`config.mk`:
```
export PLATFORM = sky130hd
export DESIGN_NAME = key_schedule_sequencer_flat
export DESIGN_NICKNAME = d
export VERILOG_FILES = /design/src/rtl/key_schedule_sequencer_if.sv /design/src/rtl/key_schedule_sequencer.sv /design/src/flat_wrapper.sv
export SDC_FILE = /design/constraint.sdc
export NUM_CORES = 2
export LEC_CHECK = 0
export CELL_PAD_IN_SITES_DETAIL_PLACEMENT = 2
export CELL_PAD_IN_SITES_GLOBAL_PLACEMENT = 2
export CORE_MARGIN = 1.5
export CORE_UTILIZATION = 30
export CTS_BUF_LIST = sky130_fd_sc_hd__clkbuf_8
export CTS_CLUSTER_SIZE = 25
export DETAILED_ROUTE_END_ITERATION = 10
export PLACE_DENSITY_LB_ADDON = 0.1
export SLEW_MARGIN = 10
export SYNTH_ARGS = -nofsm -noshare
export SYNTH_HDL_FRONTEND = slang
export SYNTH_SLANG_ARGS = --single-unit
export TNS_END_PERCENT = 30
```
`constraint.sdc`:
```
create_clock -name clock -period 14.65 [get_ports clock]
set_input_delay 2.93 -clock clock [delete_from_list [all_inputs] [get_ports clock]]
set_output_delay 2.93 -clock clock [all_outputs]
set_load 0.1 [all_outputs]
```
`src/rtl/key_schedule_sequencer_if.sv`:
```
// key_schedule_sequencer_if
//   Request and round-key streaming bus between a key-schedule requester/consumer (master)
//   and the key_schedule_sequencer (slave).
//   Signals:
//     req_valid/req_ready  request handshake; req_load selects expand (1) or replay (0),
//                          req_decrypt selects descending (1) or ascending (0) order
//     key_in               128-bit cipher key, byte 0 in [127:120]
//     rk_valid/rk_ready    round-key handshake; rk_out/rk_index carry the key and its round,
//                          rk_last marks the final key of a sequence
interface key_schedule_sequencer_if #(
   parameter int unsigned IDX_W = 4
);
   logic             req_valid;
   logic             req_ready;
   logic             req_load;
   logic             req_decrypt;
   logic [127:0]     key_in;
   logic [127:0]     rk_out;
   logic [IDX_W-1:0] rk_index;
   logic             rk_valid;
   logic             rk_ready;
   logic             rk_last;

   modport master (
      output req_valid, req_load, req_decrypt, key_in, rk_ready,
      input  req_ready, rk_out, rk_index, rk_valid, rk_last
   );

   modport slave (
      input  req_valid, req_load, req_decrypt, key_in, rk_ready,
      output req_ready, rk_out, rk_index, rk_valid, rk_last
   );
endinterface

```
`src/rtl/key_schedule_sequencer.sv`:
```
// key_schedule_sequencer
//   Iterative AES-128 key expansion: a loaded cipher key is expanded into an 11-entry
//   round-key buffer at one key per cycle, then streamed over a valid/ready port, ascending
//   for encryption or descending for decryption. A stored schedule can be replayed.
//   Ports:
//     clock        rising-edge clock
//     reset        synchronous, active-high
//     bus          key_schedule_sequencer_if.slave (request in, round keys out)
//     sched_valid  buffer holds a complete schedule
//     err          one-cycle pulse when a replay is requested without a stored schedule
module key_schedule_sequencer #(
   parameter int unsigned NUM_ROUNDS = 10
) (
   input  logic                     clock,
   input  logic                     reset,
   key_schedule_sequencer_if.slave  bus,
   output logic                     sched_valid,
   output logic                     err
);
   localparam int unsigned IDX_W = $clog2(NUM_ROUNDS + 1);
   localparam logic [IDX_W-1:0] LAST_IDX = IDX_W'(NUM_ROUNDS);

   if (NUM_ROUNDS != 10) begin : g_bad_rounds
      $error("key_schedule_sequencer: only NUM_ROUNDS=10 (AES-128) is supported");
   end

   // Forward AES S-box, entry 0 in the top byte.
   localparam logic [2047:0] SBOX_TABLE = {
      128'h637c777bf26b6fc5_3001672bfed7ab76, 128'hca82c97dfa5947f0_add4a2af9ca472c0,
      128'hb7fd9326363ff7cc_34a5e5f171d83115, 128'h04c723c31896059a_071280e2eb27b275,
      128'h09832c1a1b6e5aa0_523bd6b329e32f84, 128'h53d100ed20fcb15b_6acbbe394a4c58cf,
      128'hd0efaafb434d3385_45f9027f503c9fa8, 128'h51a3408f929d38f5_bcb6da2110fff3d2,
      128'hcd0c13ec5f974417_c4a77e3d645d1973, 128'h60814fdc222a9088_46eeb814de5e0bdb,
      128'he0323a0a4906245c_c2d3ac629195e479, 128'he7c8376d8dd54ea9_6c56f4ea657aae08,
      128'hba78252e1ca6b4c6_e8dd741f4bbd8b8a, 128'h703eb5664803f60e_613557b986c11d9e,
      128'he1f8981169d98e94_9b1e87e9ce5528df, 128'h8ca1890dbfe64268_41992d0fb054bb16
   };

   function automatic logic [7:0] sub_byte(input logic [7:0] x);
      return SBOX_TABLE[{~x, 3'b000} +: 8];
   endfunction

   function automatic logic [31:0] sub_word(input logic [31:0] w);
      return {sub_byte(w[31:24]), sub_byte(w[23:16]), sub_byte(w[15:8]), sub_byte(w[7:0])};
   endfunction

   function automatic logic [7:0] xtime(input logic [7:0] b);
      return {b[6:0], 1'b0} ^ (b[7] ? 8'h1b : 8'h00);
   endfunction

   // One AES-128 key-expansion step: previous round key -> next round key.
   function automatic logic [127:0] next_key(input logic [127:0] k, input logic [7:0] rc);
      logic [31:0] w0, w1, w2, w3, t;
      w0 = k[127:96];
      w1 = k[95:64];
      w2 = k[63:32];
      w3 = k[31:0];
      t  = sub_word({w3[23:0], w3[31:24]}) ^ {rc, 24'h0};
      w0 = w0 ^ t;
      w1 = w1 ^ w0;
      w2 = w2 ^ w1;
      w3 = w3 ^ w2;
      return {w0, w1, w2, w3};
   endfunction

   typedef enum logic [1:0] {StIdle, StExpand, StEmit} state_e;

   state_e           state_q;
   logic [IDX_W-1:0] idx_q;
   logic [7:0]       rcon_q;
   logic             dir_q;
   logic             sched_valid_q;
   logic             err_q;
   logic [127:0]     rk_out_q;
   logic [IDX_W-1:0] rk_index_q;
   logic             rk_valid_q;
   logic             rk_last_q;
   logic [127:0]     key_buf [0:NUM_ROUNDS];

   logic             req_ready;
   logic [IDX_W-1:0] end_idx;
   logic [IDX_W-1:0] rd_next;

   assign req_ready = (state_q == StIdle) && !reset;
   assign end_idx   = dir_q ? '0 : LAST_IDX;
   assign rd_next   = dir_q ? rk_index_q - 1'b1 : rk_index_q + 1'b1;

   always_ff @(posedge clock) begin
      if (reset) begin
         state_q       <= StIdle;
         idx_q         <= '0;
         rcon_q        <= 8'h00;
         dir_q         <= 1'b0;
         sched_valid_q <= 1'b0;
         err_q         <= 1'b0;
         rk_out_q      <= '0;
         rk_index_q    <= '0;
         rk_valid_q    <= 1'b0;
         rk_last_q     <= 1'b0;
      end else begin
         err_q <= 1'b0;
         unique case (state_q)
            StIdle: begin
               if (bus.req_valid) begin
                  dir_q <= bus.req_decrypt;
                  if (bus.req_load) begin
                     idx_q         <= IDX_W'(1);
                     rcon_q        <= 8'h01;
                     sched_valid_q <= 1'b0;
                     state_q       <= StExpand;
                  end else if (sched_valid_q) begin
                     rk_index_q <= bus.req_decrypt ? LAST_IDX : '0;
                     state_q    <= StEmit;
                  end else begin
                     err_q <= 1'b1;
                  end
               end
            end
            StExpand: begin
               idx_q  <= idx_q + 1'b1;
               rcon_q <= xtime(rcon_q);
               if (idx_q == LAST_IDX) begin
                  sched_valid_q <= 1'b1;
                  rk_index_q    <= dir_q ? LAST_IDX : '0;
                  state_q       <= StEmit;
               end
            end
            StEmit: begin
               // First EMIT cycle only fetches; afterwards one key per accepted handshake.
               if (!rk_valid_q) begin
                  rk_valid_q <= 1'b1;
                  rk_out_q   <= key_buf[rk_index_q];
                  rk_last_q  <= (rk_index_q == end_idx);
               end else if (bus.rk_ready) begin
                  if (rk_last_q) begin
                     rk_valid_q <= 1'b0;
                     rk_last_q  <= 1'b0;
                     state_q    <= StIdle;
                  end else begin
                     rk_index_q <= rd_next;
                     rk_out_q   <= key_buf[rd_next];
                     rk_last_q  <= (rd_next == end_idx);
                  end
               end
            end
            default: state_q <= StIdle;
         endcase
      end
   end

   // Round-key buffer; contents are don't-care after reset, so it carries no reset.
   always_ff @(posedge clock) begin
      if (req_ready && bus.req_valid && bus.req_load) begin
         key_buf[0] <= bus.key_in;
      end else if (state_q == StExpand && !reset) begin
         key_buf[idx_q] <= next_key(key_buf[idx_q - 1'b1], rcon_q);
      end
   end

   assign bus.req_ready = req_ready;
   assign bus.rk_out    = rk_out_q;
   assign bus.rk_index  = rk_index_q;
   assign bus.rk_valid  = rk_valid_q;
   assign bus.rk_last   = rk_last_q;
   assign sched_valid   = sched_valid_q;
   assign err           = err_q;
endmodule

```
`src/flat_wrapper.sv`:
```
// flat-port wrapper written by rule: the top's interface ports become plain ports
module key_schedule_sequencer_flat 
#(
   parameter int unsigned NUM_ROUNDS = 10
)
  (clock, reset, sched_valid, err, bus_req_valid, bus_req_load, bus_req_decrypt, bus_key_in, bus_rk_ready, bus_req_ready, bus_rk_out, bus_rk_index, bus_rk_valid, bus_rk_last);
  key_schedule_sequencer_if #(.IDX_W(4)) bus_i ();
  input  logic clock;
  input  logic reset;
  output logic sched_valid;
  output logic err;
  input wire logic [$bits(bus_i.req_valid)-1:0] bus_req_valid;
  input wire logic [$bits(bus_i.req_load)-1:0] bus_req_load;
  input wire logic [$bits(bus_i.req_decrypt)-1:0] bus_req_decrypt;
  input wire logic [$bits(bus_i.key_in)-1:0] bus_key_in;
  input wire logic [$bits(bus_i.rk_ready)-1:0] bus_rk_ready;
  output wire logic [$bits(bus_i.req_ready)-1:0] bus_req_ready;
  output wire logic [$bits(bus_i.rk_out)-1:0] bus_rk_out;
  output wire logic [$bits(bus_i.rk_index)-1:0] bus_rk_index;
  output wire logic [$bits(bus_i.rk_valid)-1:0] bus_rk_valid;
  output wire logic [$bits(bus_i.rk_last)-1:0] bus_rk_last;
  assign bus_i.req_valid = bus_req_valid;
  assign bus_i.req_load = bus_req_load;
  assign bus_i.req_decrypt = bus_req_decrypt;
  assign bus_i.key_in = bus_key_in;
  assign bus_i.rk_ready = bus_rk_ready;
  assign bus_req_ready = bus_i.req_ready;
  assign bus_rk_out = bus_i.rk_out;
  assign bus_rk_index = bus_i.rk_index;
  assign bus_rk_valid = bus_i.rk_valid;
  assign bus_rk_last = bus_i.rk_last;
  key_schedule_sequencer #(.NUM_ROUNDS(NUM_ROUNDS)) u_core (.clock(clock), .reset(reset), .bus(bus_i), .sched_valid(sched_valid), .err(err));
endmodule
```
Word-level counts from Yosys, hierarchy flattened
Memory sizes are Yosys's and may differ from the RTL's. A register that Yosys moved wholly into a read port is not among the register bits.
Index checks and enable logic that the tools add are counted.
{"block": "totals", "regBits": 151, "mem_bits_rw": 1408, "inputBits": 134, "out_inout_bits": 137, "elab_cells": 116, "n_memories": 1}
{"block": "classes", "add_sub_neg": 4, "eq_ne": 17, "shift": 4, "n_mux": 51, "n_bitwise": 12, "reduce_logical": 17}
{"name": "u_core.key_buf", "words": 11, "word_bits": 128, "rd": 3, "rd_ports_with_merged_regs": 1, "wr": 1, "line": "key_schedule_sequencer.sv:78", "rtl": "logic [127:0] key_buf [0:NUM_ROUNDS];"}
{"operator": "$shiftx A2048 B12 Y8 const A", "count": 4}
{"operator": "$mux W128", "count": 4}
{"operator": "$xor A32 B32 Y32", "count": 5}
{"operator": "$reduce_or A128 Y1", "count": 1}
{"operator": "$mux W4", "count": 16}
{"operator": "$not A8 Y8", "count": 4}
{"operator": "$mux W1", "count": 16}
{"operator": "$mux W8", "count": 2}
{"operator": "$pmux W8 S2", "count": 1}
{"operator": "$mux W2", "count": 7}
{"operator": "$ne A2 B2 Y1 const B", "count": 7}
{"operator": "$pmux W4 S3", "count": 1}
{"operator": "$add A4 B1 Y4 const B", "count": 2}
{"operator": "$eq A4 B4 Y1", "count": 2}
{"operator": "$ne A2 B1 Y1 const B", "count": 4}
{"operator": "$pmux W4 S2", "count": 1}
{"operator": "$reduce_and A8 Y1", "count": 1}
{"operator": "$sub A4 B1 Y4 const B", "count": 2}
{"operator": "$xor A8 B8 Y8", "count": 1}
{"operator": "$pmux W2 S3", "count": 1}
{"operator": "$reduce_and A3 Y1", "count": 2}
{"operator": "$reduce_and A6 Y1", "count": 1}
{"operator": "$mux W5", "count": 1}
{"operator": "$eq A4 B4 Y1 const B", "count": 1}
{"operator": "13 further kinds", "count": 18}

Longest topological paths before layout
An unclocked memory read counts as a cell.
{"block": "logic_depth", "ltp_word": 10, "mapped_depth": 31, "ltp_nobuf": 20}

Worst setup path after synthesis
OpenSTA, ideal clock, no wires.
{"block": "synth_path", "kind": "input port to flip-flop", "start": "input reset", "end": "memory u_core.key_buf[4][0] (enable)", "setup_time_ns": 0.772, "arrival_ns": 12.721, "t_required_ns": 13.878, "path_slack_ns": 1.157, "cell_stages": 7, "path_buffers": 3, "path_cell_list": "clkbuf_1 -> a31oi_1 -> and2_1 -> clkbuf_1 -> clkbuf_1 -> nand3b_1 -> nor3_1"}
{"block": "synth_between", "elab_chain_len": 8, "elab_cells_between_ends": 13, "cone_classes": "7 x mux; 6 x reduce/logical"}
{"element": "start: declaration", "line": "flat_wrapper.sv:9", "rtl": "input logic reset;"}
{"element": "$logic_not A1 Y1 (*)", "line": "key_schedule_sequencer.sv:84, key_schedule_sequencer.sv:155"}
{"element": "$logic_and A1 B1 Y1", "line": "key_schedule_sequencer.sv:84", "rtl": "assign req_ready = (state_q == StIdle) && !reset;"}
{"element": "$logic_and A1 B1 Y1 (2 in series)", "line": "key_schedule_sequencer.sv:153", "rtl": "if (req_ready && bus.req_valid && bus.req_load) begin"}
{"element": "$mux W1", "line": "key_schedule_sequencer.sv:153"}
{"element": "$mux W1 (not written as such)", "line": "key_schedule_sequencer.sv:156", "rtl": "key_buf[idx_q] <= next_key(key_buf[idx_q - 1'b1], rcon_q);"}
{"element": "$reduce_or A128 Y1 (no source line)"}
{"element": "$mux W4 (no source line) or $mux W1 (tied branches)"}
{"element": "end: declaration", "line": "key_schedule_sequencer.sv:78"}
Mark *: on every way between the ends. The rest lies on a longest branch, timed or not.

Worst setup path in the final report
{"block": "layout_path", "start": "register u_core.idx_q[0]", "end": "memory u_core.key_buf[7][31] (data pin)"}
{"block": "layout_between", "elab_chain_len": 10}
{"element": "start: declaration", "line": "key_schedule_sequencer.sv:69", "rtl": "logic [IDX_W-1:0] idx_q;"}
{"element": "start signal: assignment", "line": "key_schedule_sequencer.sv:120", "rtl": "idx_q <= idx_q + 1'b1;"}
{"element": "$sub A4 B1 Y4 (*)", "line": "key_schedule_sequencer.sv:156"}
{"element": "$mem_v2 Z11 W128 (*)"}
{"element": "$not A8 Y8", "line": "key_schedule_sequencer.sv:40", "rtl": "return SBOX_TABLE[{~x, 3'b000} +: 8];"}
{"element": "$shiftx A2048 B12 Y8", "line": "key_schedule_sequencer.sv:40"}
{"element": "$xor A32 B32 Y32", "line": "key_schedule_sequencer.sv:58", "rtl": "t = sub_word({w3[23:0], w3[31:24]}) ^ {rc, 24'h0};"}
{"element": "$xor A32 B32 Y32", "line": "key_schedule_sequencer.sv:59", "rtl": "w0 = w0 ^ t;"}
{"element": "$xor A32 B32 Y32", "line": "key_schedule_sequencer.sv:60", "rtl": "w1 = w1 ^ w0;"}
{"element": "$xor A32 B32 Y32", "line": "key_schedule_sequencer.sv:61", "rtl": "w2 = w2 ^ w1;"}
{"element": "$xor A32 B32 Y32 (*)", "line": "key_schedule_sequencer.sv:62", "rtl": "w3 = w3 ^ w2;"}
{"element": "$mux W128 (no source line) (*)"}
Marks and branches as above.

==> impl_results.md <==
- Clock Latency Late Sink: 1.11 ns
- GR Overflow Total: 0
- Kind of critical path: reg2reg
- Reg2Reg Setup Slack: ~4.5 ns
- Initial antenna violation count: 29
- Area of placed instances: 0.1078 mm^2
- Final core occ: between 30 and 40%
- Pleak: 36.12 nW
- Post-CTS sizing: 0
- Area of all sequential standard cells: approximately 0.045 mm^2
- Port Buf Inserts: between 200 and 300
- Core ar.: 0.3308 mm^2
- Initial DRC count: approximately 7,500
- Sequential area share after synthesis: between 40 and 50%
- Initial Util: around 30%
- Placer congestion estimate: 0.9742
- Layout area overhead: 14.01%
- Status: finished, final reports clean
- Synth Net Count: slightly below 9,000
- Startpoint class of the critical path: flop
- Fillers: 34,430
- Routed wire length: around 500 mm
- Hold depth: 2
- Clock Sinks: between 1,500 and 2,000
- Worst Tran Pin Value: 1.256 ns
- Via count: 82,970
- Multi-input gate area: 0.05121 mm^2
- Die X: a little under 600 um
- Pwr per Cell Area: approximately 210 mW/mm^2
- NumNets Final: between 8,000 and 9,000
- Largest cells by area after synthesis: edfxtp_1, mux4_2, mux2i_1, a211oi_1, a21oi_1
- WHS: about 0.49 ns
- R2R cell count: 21
- Die area: 0.3365 mm^2
- Slew margin rel.: 16.02%
- Vias per inst: approximately 6.3
- Postcts setup bufs: 0
- Vias in the first global route: roughly 87,000
- Number of synthesized register bits: around 1,600
- Post-Syn Area: around 0.1 mm^2
- Cells after Synth: 8,563
- RSZ-0062 raised after global routing: no
- Commonest non-fill, non-tap cells in the layout: edfxtp_1, nand2_1, mux4_2
- Library cells used by synthesis: 110
- CP Capture Type: flop
- CTS Hold Bufs: 0
- Asr flop ratio synth: 0%
- Ys flop type: edfxtp_1
- R2r startpoint: u_core.idx_q[0]
- Post-DP HPWL: between 300 and 400 mm
- TritonCTS buffer count: 309
- Final instance area: between 0.1 and 0.15 mm^2
- TritonRoute pass-1 iters: 6
- Min-Delay Endpoint: u_core.rcon_q[4]
- Post-synth EDFFs: between 1,000 and 1,500
- CTS Root Cell: clkbuf_8
- Clk buf depth: 4
- Req. time, crit path: 15.39 ns
- First-pass GRT wire length: between 700 and 800 mm
- Setup violators final: 0
- Post-route DRC: 0
- Die span in y: approximately 580 um
- I/O pins: around 270
- Largest net degree at the start of global routing: 120
- Clock skew: about 0.080 ns
- Final Max Slew Viols: 0
- H-tree levels: 5
- Peak VDD IR: between 150 and 200 uV
- Max-Cap Viols: 0
- Critical path data arrival time: around 11 ns
- Worst-path fanout max: 39
- Ys Warns: 0
- Drt wl/cell: 38.01 um
- Reg-to-Reg End: u_core.key_buf[7][31]
- Max Fclk: ~99 MHz
- HP Start: u_core.rcon_q[4]
- CTS clk-pin slew, worst paths: 0.06 ns
- Num rows: ~210
- Most common cell after layout, fill and taps aside: edfxtp_1
- Setup TNS: 0 ns
- Synth top area share: between 40% and 50%
- Final period util: between 60 and 70%
- Final worst path period need: ~10 ns
- Hold Vio Cnt, Final: 0
- Share of layout cells above drive strength 1: a little under a fifth
- Min-delay worst type: reg2reg
- DRT antenna net count: 0
- CTS tree: done
- Crit path from: u_core.idx_q[0]
- Pwr Total: 23.95 mW
- GRT Total Usage: between 20 and 30%
- Leading area contributor after synthesis: edfxtp_1
- Post-Syn Area per Cell: between 10 and 15 um^2
## flip-flops by register name, summed over array words and instances, names as in the netlist, named ones only
signal,cells
u_core.bus.rk_index,4
u_core.bus.rk_last,1
u_core.bus.rk_out,128
u_core.bus.rk_valid,1
u_core.dir_q,1
u_core.err,1
u_core.idx_q,4
u_core.key_buf,1408
u_core.rcon_q,8
u_core.sched_valid,1
u_core.state_q,2
## cell families (layout without fill, tap and decap cells)
logic type                 Yosys count  in the layout  share of synthesized area (%)
AOI/OAI and AO/OA                 2444           2444                          16.08
xor gates and xnor gates           200            200                          1.968
adders and majority gates           65             65                         0.8214
buffers and inverters              890           1206                          3.941
DFF                               1563           1563                          45.42
muxes                             1352           1352                          22.90
other                                0             11                              0
and+or+nand+nor                   2049           2049                          8.869
## how the worst max path moves through the flow
| stage | to | slack [ns] | depth (start not counted) |
|---|---|---|---|
| after floorplan | u_core.key_buf[4][0] | 1.16 | 7 |
| after global placement | u_core.key_buf[9][4] | 3.79 | 21 |
| after detailed placement | u_core.key_buf[9][31] | 4.63 | 21 |
| after CTS | u_core.key_buf[7][31] | 4.63 | 21 |
| after global routing | u_core.key_buf[7][31] | 4.27 | 21 |
| final | u_core.key_buf[7][31] | 4.50 | 21 |
## stage by stage
step                      instances  worst slack, ns
after floorplan                8563            1.157
after detailed placement      12680            4.632
after global placement        12680            3.792
after global routing          13250            4.267
final                         13260            4.500
after CTS                     13250            4.628
## power breakdown
| group | switching, mW | total (mW) | internal (mW) | leakage [nW] |
|---|---|---|---|---|
| Combinational | 10.2 | 14.0 | 3.79 | 18.7 |
| Clock | 2.16 | 4.52 | 2.36 | 3.50 |
| Sequential | 0.157 | 5.46 | 5.30 | 14.0 |
## cell type report
type                       count  share of cell area [%]
timing repair buffer         597                   4.858
tap                         4366                   4.795
clock buffer                 342                   4.132
clock inverter               219                   1.213
sequential                  1563                   39.86
antenna                       11                 0.02416
multi-input combinational   6110                   44.95
inverter                      48                  0.1648
## Yosys cell counts, drive strengths merged, types with 14 or more instances
library cell	number
nor4	20
o221ai	31
o2111ai	14
a21o	23
nor2	655
a221o	20
buf	384
and3	14
nor3	91
xnor2	139
o21a	23
nor2b	131
o32ai	18
o21ai	440
mux4	745
a31oi	146
o211ai	212
a221oi	42
ha	64
o22ai	30
inv	46
clkbuf	458
a21oi	668
mux2i	588
a311oi	53
o311ai	34
o31ai	23
a2111oi	28
nand4	30
nand2	832
a32oi	26
edfxtp	1408
mux2	19
dfxtp	155
xor2	53
a211oi	485
nand3	175
and2	22
nand2b	25
## layer usage
metal  vias to the layer above  part of all wire [%]  GRT usage [%]  routed length (um)
li1                      34210                     -              -                   -
met1                     44890                    44          39.52              219200
met2                      3121                    46          46.89              233500
met3                       743                   5.8          4.199               29200
met4                        10                   4.3          11.49               21820
met5                         -                 0.014              0                  70
## worst max-delay path, cell delays in order, from the launching register on
cell and delay (ns):
dfxtp_4 0.74, inv_1 0.19, ha_4 0.67, buf_4 0.59, buf_4 0.62, mux2i_1 0.16
nand3_1 0.12, nand4_1 0.23, o21a_1 0.51, inv_1 0.20, buf_4 0.36, ha_1 0.87
nand2_1 0.49, a32oi_1 0.34, o221ai_1 0.17, o41ai_1 0.12, nor2_1 0.19, a22oi_2 0.62
xnor3_1 0.76, xnor2_1 0.96, xor2_1 0.13, o21ai_1 0.65
(Power assumes the default switching activity.)
==> RTL change, RTL diff (config.mk and constraints unchanged) <==
Put one more register stage on the output `err`, with the module's reset. The value now appears one clock later. The other outputs are not delayed to match. Comments in the files are not updated.
--- a/src/rtl/key_schedule_sequencer.sv
+++ b/src/rtl/key_schedule_sequencer.sv
@@ -163,6 +163,12 @@
    assign bus.rk_valid  = rk_valid_q;
    assign bus.rk_last   = rk_last_q;
    assign sched_valid   = sched_valid_q;
-   assign err           = err_q;
+   always_ff @(posedge clock) begin
+      if (reset) begin
+         err <= '0;
+      end else begin
+         err <= err_q;
+      end
+   end
 endmodule
 
Function: not settled (the Yosys comparison gave no result); the edit may change what the design does.
==> RTL change against the original RTL <==
Sequential cell count increased by 1; synthesized area increased by 0.62%; sequential power about the same; critical path depth decreased by 1; power decreased by 0.68%; synthesized cell count increased by 0.53%; routed wire length decreased by 0.61%; final area increased by 0.21%; setup slack improved by 0.56 ns; worst hold slack got worse by 0.017 ns; critical path type unchanged; critical endpoint is now u_core.key_buf[4][45]$_DFFE_PP_; largest power group unchanged.
==> RTL change: results (changes against the original RTL) <==
stage,metric,value,unit,change
placement,Placer Congestion,0.961,,-1.4%
routing,DRT iter0 DRCs,7413,,-1.8%
outcome,status,"complete, no violations",,
yosys,Compound-Gate Fraction of Synth Area,16.3,%,+0.19 points
placement,pre-CTS setup slack,5.15,ns,+0.522 ns
yosys,register area share after synthesis,45.2,%,-0.26 points
routing,Total Wirelength,501000,µm,-0.61%
power,Leak Pwr,36.2,nW,+0.28%
yosys,"Distinct cells, synth",109,,-0.91%
grt,initial antenna violation count,19,,-34%
power,Max VDD drop,0.132,mV,-22%
setup_path,crit path DAT,10.33,ns,-0.56 ns
placement,placed wire-length estimate,324000,µm,-1.2%
final_layout,Fillers,34700,,+0.80%
setup_path,worst-case reg-to-reg path depth,20,,-4.8%
setup_path,crit path max fanout,65,,+67%
worst_hold_path,hold path depth,1,,-1
placement,Cells after DPL,12700,,+0.35%
clock_tree,CTS Buf Count,312,,+0.97%
grt,first-pass GRT wire length,701000,µm,-0.40%
timing,worst-margin pin slew,1.44,ns,+0.187 ns
yosys,multiplexer share of the synthesized area,23.0,%,+0.054 points
timing,Fin Clk Skew,0.153,ns,+0.0732 ns
yosys,post-synthesis adder-cell area fraction,0.816,%,-0.0051 points
routing,post-DR vias/cell,6.23,,-0.40%
grt,vias in the first global route,86900,,+0.33%
worst_hold_path,WHS Endpoint,u_core.err$_SDFF_PP0_,,
yosys,syn_area_per_cell,11.7,µm²,about the same
final_layout,layout cells sized above 1,18.5,%,-0.080 points
yosys,Mapped Nets,8807,,+0.51%
yosys,Synth area leaders,"edfxtp_1 42%, mux4_2 17%, mux2i_1 6.1%, a211oi_1 3.6%, a21oi_1 3.4%",,
worst_hold_path,startpoint of the worst hold path,u_core.err_q$_SDFF_PP0_,,
grt,Total GRT Usage,28.9,%,-0.30 points
RTL change: cell types whose count changed in the layout (fill, tap and decap cells not counted), moves of 10 or more:
cell	delta
nand3_1	-24
mux2i_1	+24
a311o_1	+10
nor2_1	+25
clkinv_2	+14
o211ai_1	+15
a311oi_1	-10
a21oi_1	+14
a31oi_1	-20
o311ai_0	+29
nand2_1	-13
nor3_1	+12
o21ai_1	-10
nand2b_1	-14
RTL change: power by group:
part           switching, mW  internal, mW  total (mW)
Clock                   2.15          2.48        4.62
Sequential             0.161          5.30        5.47
Combinational           9.97          3.73        13.7
RTL change: metrics by stage:
stage	util [%]	cell area [µm²]	setup TNS [ns]	hold slack, ns
2_1_floorplan	-	101000	-867.15	0.414
3_3_place_gp	32.3	108000	0	0.454
3_5_place_dp	32.4	108000	0	0.462
4_1_cts	34.2	114000	0	0.473
5_1_grt	34.2	114000	0	0.482
6_report	34.2	114000	0	0.470
RTL change: area by class of cell:
class	instances	area share, %
Inverter	57	0.192
Antenna cell	9	0.0197
Sequential cell	1564	39.8
Timing Repair Buffer	583	4.69
Clock buffer	338	4.08
Clock inverter	233	1.40
Tap cell	4387	4.81
Multi-Input combinational cell	6137	45.0
RTL change: worst max path at each step:
stage | start | to | slack [ns]
floorplan | reset | u_core.key_buf[1][0]$_DFFE_PP_ | -2.26
global placement | u_core.idx_q[0]$_SDFFE_PP0P_ | u_core.key_buf[0][53]$_DFFE_PP_ | 5.33
detailed placement | u_core.idx_q[0]$_SDFFE_PP0P_ | u_core.key_buf[10][45]$_DFFE_PP_ | 5.15
CTS | u_core.idx_q[0]$_SDFFE_PP0P_ | u_core.key_buf[5][40]$_DFFE_PP_ | 5.20
global route | u_core.idx_q[0]$_SDFFE_PP0P_ | u_core.key_buf[10][45]$_DFFE_PP_ | 4.65
finish | u_core.idx_q[0]$_SDFFE_PP0P_ | u_core.key_buf[4][45]$_DFFE_PP_ | 5.06
RTL change: metal layers:
metal  GRT usage, %  wire, µm
met5              0        38
met4           11.0     20700
met3           3.42     25000
met2           46.9    235000
met1           39.4    220000
RTL change: critical path: stages (launching register included):
cell and delay [ns]:
dfxtp_4 0.69, clkinv_1 0.26, ha_4 0.68, buf_4 0.82, mux2i_1 0.28, nand3_1 0.13, and4_1 0.35, a21oi_2 0.16
buf_4 0.29, inv_1 0.47, ha_1 0.61, a211oi_2 0.65, a21oi_1 0.13, o21a_1 0.21, o221a_2 0.26, o41ai_1 0.42
o221ai_1 0.21, xor2_1 0.75, xnor2_1 0.60, xnor2_1 0.32, o21ai_0 0.85
